==> config.mk <==
export PLATFORM = sky130hd
export DESIGN_NAME = hazard_unit_sb_flat
export DESIGN_NICKNAME = d
export VERILOG_FILES = /design/src/rtl/hazard_unit_sb_pkg.sv /design/src/rtl/hazard_unit_sb_if.sv /design/src/rtl/hazard_unit_sb_scoreboard.sv /design/src/rtl/hazard_unit_sb.sv /design/src/flat_wrapper.sv
export SDC_FILE = /design/constraint.sdc
export NUM_CORES = 1
export LEC_CHECK = 0
export ABC_AREA = 1
export BUFFER_PORTS_ARGS = -buffer_cell sky130_fd_sc_hd__buf_2
export CAP_MARGIN = 25
export CORE_MARGIN = 5
export CORE_UTILIZATION = 45
export CTS_CLUSTER_DIAMETER = 30
export CTS_CLUSTER_SIZE = 12
export DETAILED_ROUTE_END_ITERATION = 10
export HOLD_SLACK_MARGIN = 0.1
export PLACE_DENSITY = 0.68
export SETUP_SLACK_MARGIN = 0.15
export SYNTH_ARGS = -nofsm -noshare
export SYNTH_HDL_FRONTEND = slang
export SYNTH_SLANG_ARGS = --single-unit
==> constraint.sdc <==
create_clock -name clk -period 4.5 [get_ports clk]
set_clock_uncertainty 0.2 [all_clocks]
set_input_delay 0.9 -clock clk [delete_from_list [all_inputs] [get_ports clk]]
set_output_delay 0.9 -clock clk [all_outputs]
set_load 0.02 [all_outputs]
==> src/rtl/hazard_unit_sb_pkg.sv <==
// Shared types and defaults for the pipeline hazard unit with long-op scoreboard.
// Latency: none (types and constants only).
// Backpressure: not applicable.
package hazard_pkg;

    // Forwarding mux select for E-stage operands.
    typedef enum logic [1:0] {
        FWD_RF = 2'b00,
        FWD_W  = 2'b01,
        FWD_M  = 2'b10
    } fwd_sel_e;

    // ResultSrc encoding that marks a load in E.
    localparam logic [1:0] RESULT_LOAD = 2'b01;

    localparam int NREG_DEF       = 32;
    localparam int LONG_DEPTH_DEF = 2;
    localparam int PERF_W_DEF     = 32;

endpackage

==> src/rtl/hazard_unit_sb_if.sv <==
// Hazard bus between the 5-stage datapath and the hazard unit.
// Latency: none (wires only); master = datapath, slave = hazard unit.
// Backpressure: Stall_*/Flush_* are the hold/bubble controls returned to the datapath.
// Perf* signals and the PERF_W parameter exist only when HAZARD_PERF_EN is defined.
interface hazard_unit_sb_if
    import hazard_pkg::*;
#(
    parameter int RAW = 5
`ifdef HAZARD_PERF_EN
    , parameter int PERF_W = PERF_W_DEF
`endif
) ();

    // Pipeline state reported by the datapath
    logic           RegWrite_M;
    logic           RegWrite_W;
    logic [RAW-1:0] rdest_E;
    logic [RAW-1:0] rdest_M;
    logic [RAW-1:0] rdest_W;
    logic [RAW-1:0] rs1_D;
    logic [RAW-1:0] rs2_D;
    logic [RAW-1:0] rs1_E;
    logic [RAW-1:0] rs2_E;
    logic [RAW-1:0] rdest_D;
    logic [1:0]     ResultSrc_E;
    logic           PCSrc_E;
    logic           LongOp_D;
    logic           LongOp_E;
    logic           LongDone;
    logic [RAW-1:0] LongRd;
    logic           MemReq_M;
    logic           DmemReady;

    // Controls returned by the hazard unit
    fwd_sel_e       ForwardA_E;
    fwd_sel_e       ForwardB_E;
    logic           Stall_F;
    logic           Stall_D;
    logic           Stall_E;
    logic           Stall_M;
    logic           Flush_D;
    logic           Flush_E;
    logic           Flush_W;
    logic           LongIssue;

`ifdef HAZARD_PERF_EN
    logic [PERF_W-1:0] PerfLw;
    logic [PERF_W-1:0] PerfSb;
    logic [PERF_W-1:0] PerfMem;
    logic [PERF_W-1:0] PerfFlush;
`endif

    modport master (
        output RegWrite_M, RegWrite_W, rdest_E, rdest_M, rdest_W,
               rs1_D, rs2_D, rs1_E, rs2_E, rdest_D, ResultSrc_E, PCSrc_E,
               LongOp_D, LongOp_E, LongDone, LongRd, MemReq_M, DmemReady,
        input  ForwardA_E, ForwardB_E, Stall_F, Stall_D, Stall_E, Stall_M,
               Flush_D, Flush_E, Flush_W, LongIssue
`ifdef HAZARD_PERF_EN
        , input PerfLw, PerfSb, PerfMem, PerfFlush
`endif
    );

    modport slave (
        input  RegWrite_M, RegWrite_W, rdest_E, rdest_M, rdest_W,
               rs1_D, rs2_D, rs1_E, rs2_E, rdest_D, ResultSrc_E, PCSrc_E,
               LongOp_D, LongOp_E, LongDone, LongRd, MemReq_M, DmemReady,
        output ForwardA_E, ForwardB_E, Stall_F, Stall_D, Stall_E, Stall_M,
               Flush_D, Flush_E, Flush_W, LongIssue
`ifdef HAZARD_PERF_EN
        , output PerfLw, PerfSb, PerfMem, PerfFlush
`endif
    );

endinterface

==> src/rtl/hazard_unit_sb_scoreboard.sv <==
// Register scoreboard for the variable-latency long-op unit: pending bitmap + outstanding count.
// Latency: lookup (stall) is combinational; issue/done take effect on the next clk edge.
// Backpressure: stall holds D while a source/dest is pending or the unit is full.
// Ports: clk, reset (sync, active-high); issue/issue_rd and done/done_rd update state;
//        long_op_d, rs1, rs2, rd are the D-stage lookup; stall is the scoreboard hazard.
module hazard_scoreboard #(
    parameter int NREG       = 32,
    parameter int RAW        = $clog2(NREG),
    parameter int LONG_DEPTH = 2
) (
    input  logic           clk,
    input  logic           reset,
    input  logic           issue,
    input  logic [RAW-1:0] issue_rd,
    input  logic           done,
    input  logic [RAW-1:0] done_rd,
    input  logic           long_op_d,
    input  logic [RAW-1:0] rs1,
    input  logic [RAW-1:0] rs2,
    input  logic [RAW-1:0] rd,
    output logic           stall
);

    localparam int              CNT_W = $clog2(LONG_DEPTH + 1);
    localparam logic [CNT_W-1:0] FULL = CNT_W'(LONG_DEPTH);

    logic [NREG-1:0]  pending;
    logic [NREG-1:0]  pending_nxt;
    logic [CNT_W-1:0] outstanding;
    logic [CNT_W-1:0] outstanding_nxt;
    logic             done_ok;
    logic             inc;

    // A completion with nothing outstanding is a protocol error and is ignored.
    assign done_ok = done && (outstanding != '0);
    // Never count past the depth; a same-cycle completion frees the slot being taken.
    assign inc     = issue && ((outstanding != FULL) || done_ok);

    always_comb begin
        pending_nxt     = pending;
        outstanding_nxt = outstanding;
        // Clear first so a same-register issue in this cycle re-sets the bit.
        if (done_ok) begin
            pending_nxt[done_rd] = 1'b0;
        end
        if (issue && (issue_rd != '0)) begin
            pending_nxt[issue_rd] = 1'b1;
        end
        if (inc && !done_ok) begin
            outstanding_nxt = outstanding + CNT_W'(1);
        end else if (done_ok && !inc) begin
            outstanding_nxt = outstanding - CNT_W'(1);
        end
    end

    always_ff @(posedge clk) begin
        if (reset) begin
            pending     <= '0;
            outstanding <= '0;
        end else begin
            pending     <= pending_nxt;
            outstanding <= outstanding_nxt;
        end
    end

    // x0 is never marked pending, so raw lookups on rs1/rs2 are safe; rd needs the
    // explicit guard only for readability of the WAW term.
    assign stall = pending[rs1] | pending[rs2] |
                   (pending[rd] && (rd != '0)) |
                   (long_op_d && (outstanding == FULL));

    a_done_underflow: assert property (@(posedge clk) disable iff (reset)
        !(done && (outstanding == '0)));

endmodule

==> src/rtl/hazard_unit_sb.sv <==
// Pipeline hazard unit: M/W forwarding, load-use and long-op scoreboard stalls, branch flush, dmem freeze.
// Latency: all forwarding/stall/flush outputs are combinational (zero cycles); scoreboard/counters update on clk.
// Backpressure: dmem wait freezes F..M and bubbles W; load-use/scoreboard hazards hold F/D and bubble E.
// Ports: clk, reset (sync, active-high), hz (hazard_unit_sb_if.slave).
// Optional feature: HAZARD_PERF_EN adds saturating PerfLw/PerfSb/PerfMem/PerfFlush counters.
module hazard_unit_sb
    import hazard_pkg::*;
#(
    parameter int NREG       = NREG_DEF,
    parameter int RAW        = $clog2(NREG),
    parameter int LONG_DEPTH = LONG_DEPTH_DEF,
    parameter int PERF_W     = PERF_W_DEF
) (
    input  logic           clk,
    input  logic           reset,
    hazard_unit_sb_if.slave hz
);

    logic mem_stall;
    logic lw_stall;
    logic sb_stall;
    logic hold_d;
    logic long_issue;

    logic stall_f, stall_d, stall_e, stall_m;
    logic flush_d, flush_e, flush_w;

    // Newest producer wins: M is younger than W. x0 never forwards.
    function automatic fwd_sel_e fwd_pick(
        input logic [RAW-1:0] src,
        input logic [RAW-1:0] rd_m,
        input logic           we_m,
        input logic [RAW-1:0] rd_w,
        input logic           we_w
    );
        fwd_sel_e sel;
        sel = FWD_RF;
        if (src != '0) begin
            if (we_m && (rd_m == src)) begin
                sel = FWD_M;
            end else if (we_w && (rd_w == src)) begin
                sel = FWD_W;
            end
        end
        return sel;
    endfunction

    assign hz.ForwardA_E = fwd_pick(hz.rs1_E, hz.rdest_M, hz.RegWrite_M, hz.rdest_W, hz.RegWrite_W);
    assign hz.ForwardB_E = fwd_pick(hz.rs2_E, hz.rdest_M, hz.RegWrite_M, hz.rdest_W, hz.RegWrite_W);

    assign mem_stall = hz.MemReq_M && !hz.DmemReady;
    assign lw_stall  = (hz.ResultSrc_E == RESULT_LOAD) && (hz.rdest_E != '0) &&
                       ((hz.rs1_D == hz.rdest_E) || (hz.rs2_D == hz.rdest_E));
    assign hold_d    = lw_stall | sb_stall;

    // The E instruction leaves E unless the whole pipe is frozen on memory.
    assign long_issue = hz.LongOp_E && !mem_stall && !reset;

    hazard_scoreboard #(
        .NREG       (NREG),
        .RAW        (RAW),
        .LONG_DEPTH (LONG_DEPTH)
    ) u_sb (
        .clk       (clk),
        .reset     (reset),
        .issue     (long_issue),
        .issue_rd  (hz.rdest_E),
        .done      (hz.LongDone),
        .done_rd   (hz.LongRd),
        .long_op_d (hz.LongOp_D),
        .rs1       (hz.rs1_D),
        .rs2       (hz.rs2_D),
        .rd        (hz.rdest_D),
        .stall     (sb_stall)
    );

    always_comb begin
        stall_f = 1'b0;
        stall_d = 1'b0;
        stall_e = 1'b0;
        stall_m = 1'b0;
        flush_d = 1'b0;
        flush_e = 1'b0;
        flush_w = 1'b0;
        if (reset) begin
            flush_d = 1'b1;
            flush_e = 1'b1;
            flush_w = 1'b1;
        end else if (mem_stall) begin
            // Full freeze; a taken branch waits in E and flushes once M drains.
            stall_f = 1'b1;
            stall_d = 1'b1;
            stall_e = 1'b1;
            stall_m = 1'b1;
            flush_w = 1'b1;
        end else begin
            // With a taken branch the held D instruction is wrong-path and gets flushed too.
            stall_f = hold_d;
            stall_d = hold_d;
            flush_e = hold_d | hz.PCSrc_E;
            flush_d = hz.PCSrc_E;
        end
    end

    assign hz.Stall_F   = stall_f;
    assign hz.Stall_D   = stall_d;
    assign hz.Stall_E   = stall_e;
    assign hz.Stall_M   = stall_m;
    assign hz.Flush_D   = flush_d;
    assign hz.Flush_E   = flush_e;
    assign hz.Flush_W   = flush_w;
    assign hz.LongIssue = long_issue;

`ifdef HAZARD_PERF_EN
    logic [PERF_W-1:0] perf_lw;
    logic [PERF_W-1:0] perf_sb;
    logic [PERF_W-1:0] perf_mem;
    logic [PERF_W-1:0] perf_flush;

    // Each counter saturates at all-ones; stall causes are attributed to the
    // highest-priority source only.
    always_ff @(posedge clk) begin
        if (reset) begin
            perf_lw    <= '0;
            perf_sb    <= '0;
            perf_mem   <= '0;
            perf_flush <= '0;
        end else begin
            if (mem_stall && (perf_mem != '1)) begin
                perf_mem <= perf_mem + PERF_W'(1);
            end
            if (!mem_stall && lw_stall && (perf_lw != '1)) begin
                perf_lw <= perf_lw + PERF_W'(1);
            end
            if (!mem_stall && !lw_stall && sb_stall && (perf_sb != '1)) begin
                perf_sb <= perf_sb + PERF_W'(1);
            end
            if (flush_d && (perf_flush != '1)) begin
                perf_flush <= perf_flush + PERF_W'(1);
            end
        end
    end

    assign hz.PerfLw    = perf_lw;
    assign hz.PerfSb    = perf_sb;
    assign hz.PerfMem   = perf_mem;
    assign hz.PerfFlush = perf_flush;
`endif

    a_param_range: assert property (@(posedge clk)
        (LONG_DEPTH >= 1) && (LONG_DEPTH <= 7) && (PERF_W >= 1));

endmodule

==> src/flat_wrapper.sv <==
// flat-port wrapper written by rule: the top's interface ports become plain ports
module hazard_unit_sb_flat import hazard_pkg::*;
#(
    parameter int NREG       = NREG_DEF,
    parameter int RAW        = $clog2(NREG),
    parameter int LONG_DEPTH = LONG_DEPTH_DEF,
    parameter int PERF_W     = PERF_W_DEF
)
  (clk, reset, hz_RegWrite_M, hz_RegWrite_W, hz_rdest_E, hz_rdest_M, hz_rdest_W, hz_rs1_D, hz_rs2_D, hz_rs1_E, hz_rs2_E, hz_rdest_D, hz_ResultSrc_E, hz_PCSrc_E, hz_LongOp_D, hz_LongOp_E, hz_LongDone, hz_LongRd, hz_MemReq_M, hz_DmemReady, hz_ForwardA_E, hz_ForwardB_E, hz_Stall_F, hz_Stall_D, hz_Stall_E, hz_Stall_M, hz_Flush_D, hz_Flush_E, hz_Flush_W, hz_LongIssue);
  hazard_unit_sb_if #(.RAW(RAW)) hz_i ();
  input  logic clk;
  input  logic reset;
  input wire logic [$bits(hz_i.RegWrite_M)-1:0] hz_RegWrite_M;
  input wire logic [$bits(hz_i.RegWrite_W)-1:0] hz_RegWrite_W;
  input wire logic [$bits(hz_i.rdest_E)-1:0] hz_rdest_E;
  input wire logic [$bits(hz_i.rdest_M)-1:0] hz_rdest_M;
  input wire logic [$bits(hz_i.rdest_W)-1:0] hz_rdest_W;
  input wire logic [$bits(hz_i.rs1_D)-1:0] hz_rs1_D;
  input wire logic [$bits(hz_i.rs2_D)-1:0] hz_rs2_D;
  input wire logic [$bits(hz_i.rs1_E)-1:0] hz_rs1_E;
  input wire logic [$bits(hz_i.rs2_E)-1:0] hz_rs2_E;
  input wire logic [$bits(hz_i.rdest_D)-1:0] hz_rdest_D;
  input wire logic [$bits(hz_i.ResultSrc_E)-1:0] hz_ResultSrc_E;
  input wire logic [$bits(hz_i.PCSrc_E)-1:0] hz_PCSrc_E;
  input wire logic [$bits(hz_i.LongOp_D)-1:0] hz_LongOp_D;
  input wire logic [$bits(hz_i.LongOp_E)-1:0] hz_LongOp_E;
  input wire logic [$bits(hz_i.LongDone)-1:0] hz_LongDone;
  input wire logic [$bits(hz_i.LongRd)-1:0] hz_LongRd;
  input wire logic [$bits(hz_i.MemReq_M)-1:0] hz_MemReq_M;
  input wire logic [$bits(hz_i.DmemReady)-1:0] hz_DmemReady;
  output wire logic [$bits(hz_i.ForwardA_E)-1:0] hz_ForwardA_E;
  output wire logic [$bits(hz_i.ForwardB_E)-1:0] hz_ForwardB_E;
  output wire logic [$bits(hz_i.Stall_F)-1:0] hz_Stall_F;
  output wire logic [$bits(hz_i.Stall_D)-1:0] hz_Stall_D;
  output wire logic [$bits(hz_i.Stall_E)-1:0] hz_Stall_E;
  output wire logic [$bits(hz_i.Stall_M)-1:0] hz_Stall_M;
  output wire logic [$bits(hz_i.Flush_D)-1:0] hz_Flush_D;
  output wire logic [$bits(hz_i.Flush_E)-1:0] hz_Flush_E;
  output wire logic [$bits(hz_i.Flush_W)-1:0] hz_Flush_W;
  output wire logic [$bits(hz_i.LongIssue)-1:0] hz_LongIssue;
  assign hz_i.RegWrite_M = hz_RegWrite_M;
  assign hz_i.RegWrite_W = hz_RegWrite_W;
  assign hz_i.rdest_E = hz_rdest_E;
  assign hz_i.rdest_M = hz_rdest_M;
  assign hz_i.rdest_W = hz_rdest_W;
  assign hz_i.rs1_D = hz_rs1_D;
  assign hz_i.rs2_D = hz_rs2_D;
  assign hz_i.rs1_E = hz_rs1_E;
  assign hz_i.rs2_E = hz_rs2_E;
  assign hz_i.rdest_D = hz_rdest_D;
  assign hz_i.ResultSrc_E = hz_ResultSrc_E;
  assign hz_i.PCSrc_E = hz_PCSrc_E;
  assign hz_i.LongOp_D = hz_LongOp_D;
  assign hz_i.LongOp_E = hz_LongOp_E;
  assign hz_i.LongDone = hz_LongDone;
  assign hz_i.LongRd = hz_LongRd;
  assign hz_i.MemReq_M = hz_MemReq_M;
  assign hz_i.DmemReady = hz_DmemReady;
  assign hz_ForwardA_E = hz_i.ForwardA_E;
  assign hz_ForwardB_E = hz_i.ForwardB_E;
  assign hz_Stall_F = hz_i.Stall_F;
  assign hz_Stall_D = hz_i.Stall_D;
  assign hz_Stall_E = hz_i.Stall_E;
  assign hz_Stall_M = hz_i.Stall_M;
  assign hz_Flush_D = hz_i.Flush_D;
  assign hz_Flush_E = hz_i.Flush_E;
  assign hz_Flush_W = hz_i.Flush_W;
  assign hz_LongIssue = hz_i.LongIssue;
  hazard_unit_sb #(.NREG(NREG), .RAW(RAW), .LONG_DEPTH(LONG_DEPTH), .PERF_W(PERF_W)) u_core (.clk(clk), .reset(reset), .hz(hz_i));
endmodule
==> Word level (Yosys, flattened, before mapping) <==
Index checks and enable logic that the tools add are counted.
{ "classes": {"addsub": 2, "bitwise": 8, "n_lt_le_gt_ge": 7, "eq_ne": 9, "muxes": 29, "reduce_logical": 31} }
{ "ops": {"columns": ["op", "count"], "rows": [
  ["32-bit two-way mux", 2],
  ["32-bit AND", 1],
  ["32-bit inverter", 1],
  ["32-bit bitwise OR", 1],
  ["5-bit == test", 6],
  ["5-bit by 6-bit less-than comparator with 1-bit output (second input constant)", 5],
  ["5-bit nonzero test", 4],
  ["1-bit logical AND", 18],
  ["1-bit two-way mux", 16],
  ["1-bit binary-select mux with 5-bit select", 3],
  ["2-bit two-way mux", 6],
  ["1-bit demux with 5-bit select", 2],
  ["5-bit by 1-bit >= comparator with 1-bit output (second input constant)", 2],
  ["1-bit logical NOT", 5],
  ["1-bit bitwise OR", 5],
  ["2-bit nonzero test", 2],
  ["2-bit by 1-bit adder with 2-bit output (second input constant)", 1],
  ["2-bit by 1-bit == test with 1-bit output (second input constant)", 1],
  ["2-bit == test (second input constant)", 1],
  ["1-bit logical OR", 2],
  ["2-bit inequality test (second input constant)", 1],
  ["2-bit by 1-bit subtractor with 2-bit output (second input constant)", 1]
]} }
{ "totals": {"ff_bits": 34, "wordCells": 88, "out_inout_bits": 12, "inputBits": 57} }

==> Depth between registers and ports, before layout <==
Gate-level depths: netlist (run 1).
{ "logic_depth": {"ltp_word": 10, "mapped_depth": 17, "ltp_nobuf": 14} }

==> By module <==
A second synthesis (run 1) with hierarchy kept.
{ "unflattened": {"hier_cells": 586, "hier_area_um2": 3233.1} }
{ "modules_own_cells": {"columns": ["module", "area_per_inst_um2", "cells_per_inst", "seq_area_each_um2", "instances"], "rows": [
  ["hazard_scoreboard", 2623.8, 453, 680.7, 1],
  ["hazard_unit_sb", 609.3, 133, 0.0, 1]
]} }

==> Least setup slack after synthesis (run 1) <==
Ideal clock, no wire load.
{ "synth_timing": {"path_type": "input to output", "startpoint": "input hz_rs1_D[0]", "endpoint": "output hz_Stall_F", "arrival_ns": 2.136, "path_buffers": 3, "required_ns": 3.400, "path_stages": 15, "setup_slack_ns": 1.264, "path_cell_list": "buf_6 inv_4 buf_4 nand2_1 nand3_1 nand2_1 nand2_1 nand3_1 nand3_1 nand2_1 nor2_1 nand2_1 nand2_1 nand2_1 buf_4"} }
{ "synth_via": {"elab_chain_cells": 8, "elab_cells_between_ends": 11, "cone_classes": "eq/ne: 1; mux: 4; bitwise: 4; reduce/logical: 2"} }
{ "synth_lines": {"columns": ["element", "line_no", "source"], "rows": [
  ["start: declaration", "flat_wrapper.sv:18", "input wire logic [$bits(hz_i.rs1_D)-1:0] hz_rs1_D;"],
  ["1-bit binary-select mux with 5-bit select", "hazard_unit_sb_scoreboard.sv:68", "assign stall = pending[rs1] | pending[rs2] |"],
  ["1-bit two-way mux (implied by the code)", "hazard_unit_sb_scoreboard.sv:68", null],
  ["1-bit bitwise OR (2 in series)", "hazard_unit_sb_scoreboard.sv:68", null],
  ["1-bit bitwise OR", "hazard_unit_sb_scoreboard.sv:69", "(pending[rd] && (rd != '0)) |"],
  ["1-bit bitwise OR (*)", "hazard_unit_sb.sv:54", "assign hold_d = lw_stall | sb_stall;"],
  ["1-bit two-way mux (*) (2 in series)", null, null],
  ["end: declaration", "flat_wrapper.sv:33", "output wire logic [$bits(hz_i.Stall_F)-1:0] hz_Stall_F;"]
]} }
Mark *: on every way between the ends. The rest lies on a longest branch, timed or not. The select of a mux whose other input is x is not followed.

==> Worst setup path after layout (run 1) <==
{ "layout_timing": {"startpoint": "input hz_rs2_D[0]", "endpoint": "output hz_Stall_D"} }
{ "layout_via": {"elab_chain_cells": 8, "elab_cells_between_ends": 11, "cone_classes": "eq/ne: 1; mux: 4; bitwise: 4; reduce/logical: 2"} }
{ "layout_lines": {"columns": ["element", "line_no", "source"], "rows": [
  ["start: declaration", "flat_wrapper.sv:19", "input wire logic [$bits(hz_i.rs2_D)-1:0] hz_rs2_D;"],
  ["1-bit binary-select mux with 5-bit select", "hazard_unit_sb_scoreboard.sv:68", null],
  ["1-bit two-way mux (implied by the code)", "hazard_unit_sb_scoreboard.sv:68", null],
  ["1-bit bitwise OR (2 in series)", "hazard_unit_sb_scoreboard.sv:68", null],
  ["1-bit bitwise OR", "hazard_unit_sb_scoreboard.sv:69", null],
  ["1-bit bitwise OR (*)", "hazard_unit_sb.sv:54", null],
  ["1-bit two-way mux (*)", "hazard_unit_sb.sv:89", "end else if (mem_stall) begin"],
  ["1-bit two-way mux (*)", "hazard_unit_sb.sv:85", "if (reset) begin"],
  ["end: declaration", "flat_wrapper.sv:34", "output wire logic [$bits(hz_i.Stall_D)-1:0] hz_Stall_D;"]
]} }
Marked as above.

==> results.sh, run 1 <==
export IMPL_cts_tree="yes"
export IMPL_initial_utilization=0.4604
export IMPL_fin_crit_sh=0.7900
export IMPL_cp_slowest_stage_delay_ns=0.31
export IMPL_drt_total_wl_mm=10.14
export IMPL_yosys_register_bits=34
export IMPL_arrival_ns=2.45
export IMPL_cp_start_kind="primary input"
export IMPL_cap_viol_max_count=0
export IMPL_clk_pin_slew_ns=0.07
export IMPL_crit_type="primary input to output pin"
export IMPL_critical_path_required_ns=3.40
export IMPL_fin_util=0.5228
export IMPL_synthFlopType="dfxtp_1"
export IMPL_post_cts_buffers=0
export IMPL_io_buffers=68
export IMPL_grt_max_degree=37
export IMPL_h_tree_depth=2
export IMPL_synth_cell_types=33
export IMPL_dp_hpwl_mm=8.011
export IMPL_crit_top_cell="nand2_1"
export IMPL_final_seq_area_um2=680.7
export IMPL_nNetsFinal=673
export IMPL_rsz0062_at_grt="false"
export IMPL_synth_edf_count=0
export IMPL_crit_buf_inv=3
export IMPL_syn_nets=617
export IMPL_multi_input_area_mm2=0.001978
export IMPL_cts_resized=0
export IMPL_setup_violations=0
export IMPL_placementRows=30
export IMPL_clk_latency_ns=0.28
export IMPL_grtUsageTotal=0.2385
export IMPL_finalCriticalPeriod_ns=3.555
export IMPL_outcome="finished, final reports clean"
export IMPL_wire_per_inst_um=14.56
export IMPL_hold_path_depth=2
export IMPL_drc=0
export IMPL_final_max_slew_viol_count=0
export IMPL_hold_viol=0
export IMPL_clock_fmax_mhz=281.3
export IMPL_ant_nets=0
export IMPL_dieHeight_um=93.14
export IMPL_fp_dieArea_mm2=0.008675
export IMPL_endpoint_kind="output pin"
export IMPL_grt_pass1_vias=3499
export IMPL_cpMaxStageDelayCell="buf_2"
export IMPL_n_fill_cell=744
export IMPL_yosysWarnings=0
export IMPL_synth_area_mm2=0.003110
export IMPL_crit_family="simple AND/OR/NAND/NOR gates"
export IMPL_yosys_top_cells_area="nand2_1 23%, dfxtp_1 22%, nand3_1 12%, inv_1 9.8%, a21oi_1 7.4%"
export IMPL_vias_per_cell=5.476
export IMPL_worst_path_stages=14
export IMPL_syn_inst=559
export IMPL_cts_made_buffers=5
export IMPL_pin_count=69
export IMPL_reg2reg_depth=8
export IMPL_relSlewSlack=0.5673
export IMPL_globalplace_congestion=0.8988
export IMPL_antenna_found_initial=0
export IMPL_synth_top_area_share=0.2257
export IMPL_yosysTopAreaCell="nand2_1"
export IMPL_cts_root_buf="clkbuf_8"
export IMPL_final_setup_tns_ns=0
export IMPL_grt_ovfl_total=0
export IMPL_final_layout_size_suffix_gt1_frac=0.1396
export IMPL_path_max_fanout=24
export IMPL_dieWidth_um=93.14
export IMPL_drt_iter0_markers=328
export IMPL_ir_drop_mv=0.2546
export IMPL_vias=3811
export IMPL_cts_hold_buf=0
export IMPL_grt_pass1_wl_mm=16.90
export IMPL_seq_area_frac_synth=0.2188
export IMPL_p_leak_nw=1.793
export IMPL_synth_async_reset_ratio=0
export IMPL_path_cells="buf_2 > inv_1 > nand2_1 > nand3_1 > nand3_1 > nand3_1 > nand2_1 > nand2_1 > nand2_1 > nor2_1 > nand2_1 > nand2_1 > nand2_1 > buf_2"
export IMPL_tightest_slew_ns=0.6455
export IMPL_dr_pass1_iters=5
export IMPL_antenna_cells=0
export IMPL_powerDensity_mw_per_mm2=229.5
export IMPL_clockBufferDepth=2
export IMPL_area_growth_pct=13.56
export IMPL_hold_class="flop to flop"
export IMPL_core_mm2=0.006756
export IMPL_syn_avg_cell_area_um2=5.564
export IMPL_cts_sinks=34
export IMPL_ys_top_cells_by_count="187 x nand2_1, 81 x inv_1, 72 x nand3_1, 46 x a21oi_1, 36 x o21ai_0"
export IMPL_yosysMostFrequentCell="nand2_1"
[flip-flops by register name, summed over array words and instances (netlist names)]
| register | cells |
|---|---|
| u_core.u_sb.outstanding | 2 |
| u_core.u_sb.pending | 32 |
[power breakdown]
group / internal (mW) / switching, mW
Sequential: 0.306 / 0.00278
Clock: 0.163 / 0.114
Combinational: 0.0759 / 0.148
Total: 0.545 / 0.265
[layout make-up]
type                       count  share of cell area
multi-input combinational    421              0.5600
timing repair buffer          68             0.09635
clock inverter                 3             0.01134
clock buffer                   5             0.01948
sequential                    34              0.1927
tap                           80             0.02834
inverter                      85             0.09175
[worst reg2reg max path: stages, from the launching register on]
cell and delay (ns):
dfxtp_1 0.31, inv_1 0.09, a21oi_1 0.41, inv_1 0.10
ha_1 0.33, a21oi_1 0.11, o21ai_0 0.11, o21ai_0 0.16
a21oi_1 0.06
[cells in the final DEF, fill, tap and decap left out, drive strengths merged, types with 7 or more instances in the layout]
cell   instances
a21oi         46
buf           68
dfxtp         34
inv           85
nand2        188
nand3         72
nor2          25
nor3          14
o21ai         38
xor2           7
[cells by family after synthesis]
logic type,count (synthesis),synth area share
AO/OA/AOI/OAI,102,0.1778
AND/OR/NAND/NOR,307,0.4232
adder cells (fa/ha/maj),1,0.004022
buffers and inverters,104,0.1452
flip-flops,34,0.2188
XOR/XNOR,11,0.03097
[path summary, 6_finish.rpt]
| check | slack (ns) | endpoint | start |
|---|---|---|---|
| max | 0.95 | hz_Stall_D | hz_rs2_D[0] |
| min | 0.27 | u_core.u_sb.pending[14]$_SDFF_PP0_ | u_core.u_sb.pending[14]$_SDFF_PP0_ |
| max reg2reg | 2.52 | u_core.u_sb.outstanding[1]$_SDFFE_PP0P_ | u_core.u_sb.outstanding[0]$_SDFFE_PP0P_ |
| min reg2reg | 0.27 | u_core.u_sb.pending[14]$_SDFF_PP0_ | u_core.u_sb.pending[14]$_SDFF_PP0_ |
[stage by stage]
step	area, µm²	hold slack (ns)	std cells	setup slack, ns	total power [mW]
3_3_place_gp	3423	0.2610	688	1.026	0.5327
4_1_cts	3532	0.2788	696	0.9783	0.8119
5_1_grt	3532	0.2985	696	0.7383	0.8599
6_report	3532	0.2745	696	0.9452	0.8105
3_5_place_dp	3423	0.2695	688	0.9818	0.5371
2_1_floorplan	3110	0.2410	559	1.264	0.4688
[metal layers]
layer  GRT usage  vias to the layer above  wire length, µm
met3     0.02655                       18              780
met1      0.3433                     1718             4625
met4     0.06105                        0              166
met5           0                        -                0
met2      0.3779                      159             4564
li1            -                     1916                -
No activity file was read; power rests on OpenSTA's default activity.
==> inputs of run 2 (changes only) <==
==> constraint.sdc (replaced) <==
create_clock -name clk -period 3.6 [get_ports clk]
set_clock_uncertainty 0.2 [all_clocks]
set_input_delay 0.72 -clock clk [delete_from_list [all_inputs] [get_ports clk]]
set_output_delay 0.72 -clock clk [all_outputs]
set_load 0.02 [all_outputs]
==> results.sh, run 2 (same netlist as run 1, synthesis figures left out) <==
export IMPL_crit_buf_inv=4
export IMPL_io_buffers=68
export IMPL_cts_made_buffers=5
export IMPL_finalCriticalPeriod_ns=3.026
export IMPL_globalplace_congestion=0.8900
export IMPL_top_register="u_core.u_sb.pending"
export IMPL_fp_dieArea_mm2=0.008675
export IMPL_hold_viol=0
export IMPL_n_fill_cell=707
export IMPL_dieHeight_um=93.14
export IMPL_largestRegisters="u_core.u_sb.pending: 32 flops, u_core.u_sb.outstanding: 2 flops"
export IMPL_fin_util=0.5230
export IMPL_grt_ovfl_total=0
export IMPL_pin_count=69
export IMPL_crit_top_cell="nand2_1"
export IMPL_final_layout_size_suffix_gt1_frac=0.1424
export IMPL_cts_resized=0
export IMPL_dr_pass1_iters=5
export IMPL_core_mm2=0.006756
export IMPL_wire_per_inst_um=14.35
export IMPL_p_clk_frac=0.308
export IMPL_layout_commonest_cell="nand2_1"
export IMPL_drc=0
export IMPL_pwr_share_comb=0.292
export IMPL_antenna_cells=0
export IMPL_rsz0062_at_grt="false"
export IMPL_internal_power_uw=633.2
export IMPL_fin_crit_sh=0.8406
export IMPL_cts_root_buf="clkbuf_8"
export IMPL_vias=3820
export IMPL_dp_hpwl_mm=7.990
export IMPL_relSlewSlack=0.5456
export IMPL_switching_share=0.3446
export IMPL_final_setup_tns_ns=0
export IMPL_dieWidth_um=93.14
export IMPL_antenna_found_initial=0
export IMPL_path_max_fanout=17
export IMPL_path_cells="buf_2 > inv_4 > nand2_1 > nand3_1 > nand2_1 > nand2_1 > nand2_1 > inv_1 > nand2_1 > nand2_1 > nand2_1 > nor2_1 > nand2_1 > nand2_1 > nand2_1 > buf_2"
export IMPL_p_sw_uw=332.9
export IMPL_tightest_slew_ns=0.6779
export IMPL_hold_slack_ns=0.2690
export IMPL_arrival_ns=2.11
export IMPL_final_max_slew_viol_count=0
export IMPL_grt_max_degree=33
export IMPL_grt_pass1_wl_mm=16.43
export IMPL_setup_violations=0
export IMPL_cts_tree="yes"
export IMPL_powerDensity_mw_per_mm2=273.4
export IMPL_cap_viol_max_count=0
export IMPL_ir_drop_mv=0.2193
export IMPL_cp_slowest_stage_delay_ns=0.27
export IMPL_vias_per_cell=5.473
export IMPL_ant_nets=0
export IMPL_crit_family="simple AND/OR/NAND/NOR gates"
export IMPL_mostFrequentLayoutCells="187 x nand2_1, 81 x inv_1, 72 x nand3_1"
export IMPL_largest_register_ffs=32
export IMPL_area_growth_pct=13.60
export IMPL_post_cts_buffers=0
export IMPL_endpoint_kind="output pin"
export IMPL_h_tree_depth=2
export IMPL_clock_fmax_mhz=330.4
export IMPL_placementRows=30
export IMPL_crit_type="primary input to output pin"
export IMPL_grt_pass1_vias=3340
export IMPL_clockBufferDepth=2
export IMPL_cpMaxStageDelayCell="buf_2"
export IMPL_seqPwrFrac=0.400
export IMPL_cts_sinks=34
export IMPL_outcome="finished, final reports clean"
export IMPL_nNetsFinal=675
export IMPL_p_leak_nw=1.792
export IMPL_drt_total_wl_mm=10.01
export IMPL_cp_start_kind="primary input"
export IMPL_critical_path_required_ns=2.68
export IMPL_clk_latency_ns=0.28
export IMPL_hold_class="flop to flop"
export IMPL_grtUsageTotal=0.2331
export IMPL_initial_utilization=0.4604
export IMPL_cts_hold_buf=0
export IMPL_drt_iter0_markers=389
export IMPL_clk_pin_slew_ns=0.07
-- run 2: cell count changes in the layout (fill, tap and decap cells not counted) --
cell        before  now
clkinv_2         2    1
buf_4            0    2
bufinv_16        1    0
clkbuf_8         5    6
clkinvlp_4       0    1
-- run 2: routing by layer --
metal  global-route usage  wire length (µm)
met1               0.3483              4551
met2               0.3569              4405
met3              0.02655               927
met5                    0                 0
met4              0.05372               129
-- run 2: worst paths after layout --
check,slack (ns),cells past startpoint,endpoint,start
setup / recovery,0.57,16,hz_Stall_D,hz_rdest_D[0]
hold / removal,0.27,2,u_core.u_sb.pending[13]$_SDFF_PP0_,u_core.u_sb.pending[13]$_SDFF_PP0_
setup reg to reg,1.63,8,u_core.u_sb.outstanding[1]$_SDFFE_PP0P_,u_core.u_sb.outstanding[0]$_SDFFE_PP0P_
hold reg to reg,0.27,2,u_core.u_sb.pending[13]$_SDFF_PP0_,u_core.u_sb.pending[13]$_SDFF_PP0_
-- run 2: power groups by stage --
stage / sequential [mW] / clock [mW] / combinational, mW
after floorplan: 0.394 / 0 / 0.192
after CTS: 0.386 / 0.301 / 0.279
after global placement: 0.395 / 0 / 0.273
after detailed placement: 0.395 / 0 / 0.277
after global routing: 0.387 / 0.315 / 0.317
final: 0.386 / 0.298 / 0.282
-- run 2: area by class of cell --
class                   instances  area [µm²]  share of cell area
clock buffers                   6       82.58             0.02337
clock inverters                 2       12.51            0.003541
multi-input cells             421        1978              0.5598
well taps                      80       100.1             0.02833
flip-flops and latches         34       680.7              0.1926
repair buffers                 70       355.3              0.1006
inverters                      85       324.1             0.09171
-- run 2: metrics by stage --
| step | cells | worst slack [ns] | power, mW | area (µm²) |
|---|---|---|---|---|
| after floorplan | 559 | 0.7243 | 0.5860 | 3110 |
| after global placement | 690 | 0.6352 | 0.6674 | 3438 |
| after detailed placement | 690 | 0.5856 | 0.6726 | 3438 |
| after CTS | 698 | 0.5784 | 0.9662 | 3533 |
| after global routing | 698 | 0.3755 | 1.019 | 3533 |
| final | 698 | 0.5738 | 0.9661 | 3533 |
-- run 2: tightest hold or removal path: cells and delay by family (launching register included) --
| kind | cells | cell delay, ns |
|---|---|---|
| flops | 1 | 0.31 |
| compound gates | 2 | 0.11 |
==> inputs of run 3 (changes only) <==
--- a/config.mk
+++ b/config.mk
@@ -5,7 +5,7 @@
 export SDC_FILE = /design/constraint.sdc
 export NUM_CORES = 1
 export LEC_CHECK = 0
-export ABC_AREA = 1
+export ABC_AREA = 0
 export BUFFER_PORTS_ARGS = -buffer_cell sky130_fd_sc_hd__buf_2
 export CAP_MARGIN = 25
 export CORE_MARGIN = 5
@@ -14,7 +14,7 @@
 export CTS_CLUSTER_SIZE = 12
 export DETAILED_ROUTE_END_ITERATION = 10
 export HOLD_SLACK_MARGIN = 0.1
-export PLACE_DENSITY = 0.68
+export PLACE_DENSITY = 0.69
 export SETUP_SLACK_MARGIN = 0.15
 export SYNTH_ARGS = -nofsm -noshare
 export SYNTH_HDL_FRONTEND = slang
==> constraint.sdc (replaced) <==
create_clock -name clk -period 3.05 [get_ports clk]
set_clock_uncertainty 0.2 [all_clocks]
set_input_delay 0.61 -clock clk [delete_from_list [all_inputs] [get_ports clk]]
set_output_delay 0.61 -clock clk [all_outputs]
set_load 0.02 [all_outputs]
==> results.sh, run 3 <==
export IMPL_stdcell_count=504
export IMPL_yosysTopAreaCell="dfxtp_1"
export IMPL_tightest_slew_ns=0.4870
export IMPL_clock_fmax_mhz=310.5
export IMPL_yosysWarnings=0
export IMPL_drt_iter0_markers=247
export IMPL_outcome="finished with violations"
export IMPL_crit_buf_inv=4
export IMPL_dieWidth_um=89.40
export IMPL_seq_area_frac_synth=0.2400
export IMPL_synth_cell_types=49
export IMPL_cpMaxStageDelayCell="mux4_2"
export IMPL_setup_violations=3
export IMPL_syn_nets=408
export IMPL_cp_slowest_stage_delay_ns=0.50
export IMPL_clk_latency_ns=0.28
export IMPL_hold_viol=0
export IMPL_cts_sinks=34
export IMPL_design_power_total_mw=1.183
export IMPL_dp_hpwl_mm=7.032
export IMPL_fp_dieArea_mm2=0.007991
export IMPL_synth_area_mm2=0.002836
export IMPL_final_layout_size_suffix_gt1_frac=0.2740
export IMPL_synthFlopType="dfxtp_1"
export IMPL_path_cells="buf_6 > buf_6 > mux4_2 > or2_1 > nand3_1 > nand4_1 > nor4_4 > buf_4 > a21oi_2 > buf_4"
export IMPL_syn_inst=350
export IMPL_final_setup_tns_ns=-0.4930
export IMPL_pin_count=69
export IMPL_path_max_fanout=5
export IMPL_clk_pin_slew_ns=0.07
export IMPL_ys_top_cells_by_count="37 x a21oi_1, 37 x nand2_1, 34 x dfxtp_1, 25 x mux2i_1, 25 x o21ai_0"
export IMPL_h_tree_depth=2
export IMPL_synth_edf_count=0
export IMPL_grt_pass1_vias=2975
export IMPL_setup_slack_ns=-0.1708
export IMPL_layout_commonest_cell="buf_2"
export IMPL_vias=3048
export IMPL_antenna_cells=0
export IMPL_hold_slack_ns=0.3179
export IMPL_endpoint_kind="output pin"
export IMPL_relSlewSlack=0.6753
export IMPL_fin_crit_sh=1.056
export IMPL_grt_max_degree=38
export IMPL_critical_path_required_ns=2.24
export IMPL_nNetsFinal=484
export IMPL_powerDensity_mw_per_mm2=339.1
export IMPL_cap_viol_max_count=0
export IMPL_placementRows=29
export IMPL_p_leak_nw=1.409
export IMPL_wire_per_inst_um=18.24
export IMPL_grtUsageTotal=0.2294
export IMPL_design_area_mm2=0.003490
export IMPL_failed_checks="setup timing"
export IMPL_initial_utilization=0.4545
export IMPL_ir_drop_mv=0.1371
export IMPL_arrival_ns=2.41
export IMPL_crit_type="primary input to output pin"
export IMPL_area_growth_pct=23.03
export IMPL_io_buffers=68
export IMPL_drt_total_wl_mm=9.191
export IMPL_hold_class="flop to flop"
export IMPL_core_mm2=0.006241
export IMPL_largest_register_ffs=32
export IMPL_cts_hold_buf=0
export IMPL_globalplace_congestion=0.9806
export IMPL_top_register="u_core.u_sb.pending"
export IMPL_grt_pass1_wl_mm=14.21
export IMPL_largestRegisters="u_core.u_sb.pending: 32 flops, u_core.u_sb.outstanding: 2 flops"
export IMPL_vias_per_cell=6.048
export IMPL_cts_made_buffers=5
export IMPL_placed_cells=495
export IMPL_yosys_top_cells_area="dfxtp_1 24%, mux2i_1 8.8%, a21oi_1 6.5%, mux4_2 6.4%, xor2_1 6.2%"
export IMPL_drc=0
export IMPL_cts_root_buf="clkbuf_8"
export IMPL_grt_ovfl_total=0
export IMPL_final_max_slew_viol_count=0
export IMPL_syn_avg_cell_area_um2=8.104
export IMPL_synth_async_reset_ratio=0
export IMPL_crit_family="simple AND/OR/NAND/NOR gates"
export IMPL_finalCriticalPeriod_ns=3.221
export IMPL_cp_start_kind="primary input"
export IMPL_dieHeight_um=89.40
export IMPL_rsz0062_at_grt="true"
export IMPL_cts_tree="yes"
export IMPL_placed_area_mm2=0.003337
export IMPL_antenna_found_initial=0
export IMPL_clockBufferDepth=2
export IMPL_ant_nets=0
export IMPL_synth_top_area_share=0.2400
export IMPL_mostFrequentLayoutCells="62 x buf_2, 37 x nand2_1, 35 x a21oi_1"
export IMPL_yosys_register_bits=34
export IMPL_dr_pass1_iters=5
run 3: worst paths after layout:
| path | end | cells after the start | slack, ns | from |
|---|---|---|---|---|
| worst min-delay path | u_core.u_sb.outstanding[1]$_SDFFE_PP0P_ | 2 | 0.32 | u_core.u_sb.outstanding[1]$_SDFFE_PP0P_ |
| worst min register to register | u_core.u_sb.outstanding[1]$_SDFFE_PP0P_ | 2 | 0.32 | u_core.u_sb.outstanding[1]$_SDFFE_PP0P_ |
| worst max register to register | u_core.u_sb.pending[24]$_SDFF_PP0_ | 5 | 1.27 | u_core.u_sb.outstanding[0]$_SDFFE_PP0P_ |
| worst max-delay path | hz_Stall_D | 10 | -0.17 | hz_rs2_D[2] |
run 3: timing repair:
item,4_1_cts,5_1_grt
setup buffers,1,0
gates resized for setup,7,10
endpoints found under the setup margin,3,3
pin swaps,2,2
run 3: per-stage QoR:
stage,utilization,setup slack (ns)
finish,0.5591,-0.1708
global route,0.5591,-0.2458
CTS,0.5561,-0.1557
detailed placement,0.5347,-0.1898
global placement,0.5347,-0.1632
floorplan,-,-0.02567
run 3: layout make-up:
class / instances / area, µm²
sequential: 34 / 680.7
inverter: 4 / 15.01
multi-input combinational: 291 / 2051
fill: 596 / 2751
tap: 77 / 96.34
clock buffer: 7 / 86.33
timing repair buffer: 90 / 555.5
clock inverter: 1 / 5.005
run 3: kinds of logic (layout without fill, tap and decap cells):
kind of cell / count (synthesis) / after routing / synth area share
xor+xnor: 32 / 32 / 0.09881
flops: 34 / 34 / 0.2400
simple gates: 135 / 135 / 0.2572
compound gates: 84 / 84 / 0.1694
buf+inv: 25 / 102 / 0.04411
fa+ha+maj: 1 / 1 / 0.004410
mux: 39 / 39 / 0.1861
run 3: report_power, final:
part	switching, mW	internal, mW	leakage (nW)
Clock	0.161	0.182	0.0482
Combinational	0.202	0.162	1.09
Sequential	0.0177	0.458	0.274
run 3: layer usage:
metal / track usage / wire (µm) / vias to the layer above
li1: - / - / 1429
met2: 0.3905 / 4460 / 164
met5: 0 / 0 / -
met4: 0.1218 / 335 / 0
met1: 0.2813 / 3617 / 1424
met3: 0.02765 / 778 / 31
run 3: worst min-delay path, delay by kind of cell, from the launching register on:
family	cells	cell delay, ns
AOI/OAI and AO/OA	2	0.14
DFF	1	0.33
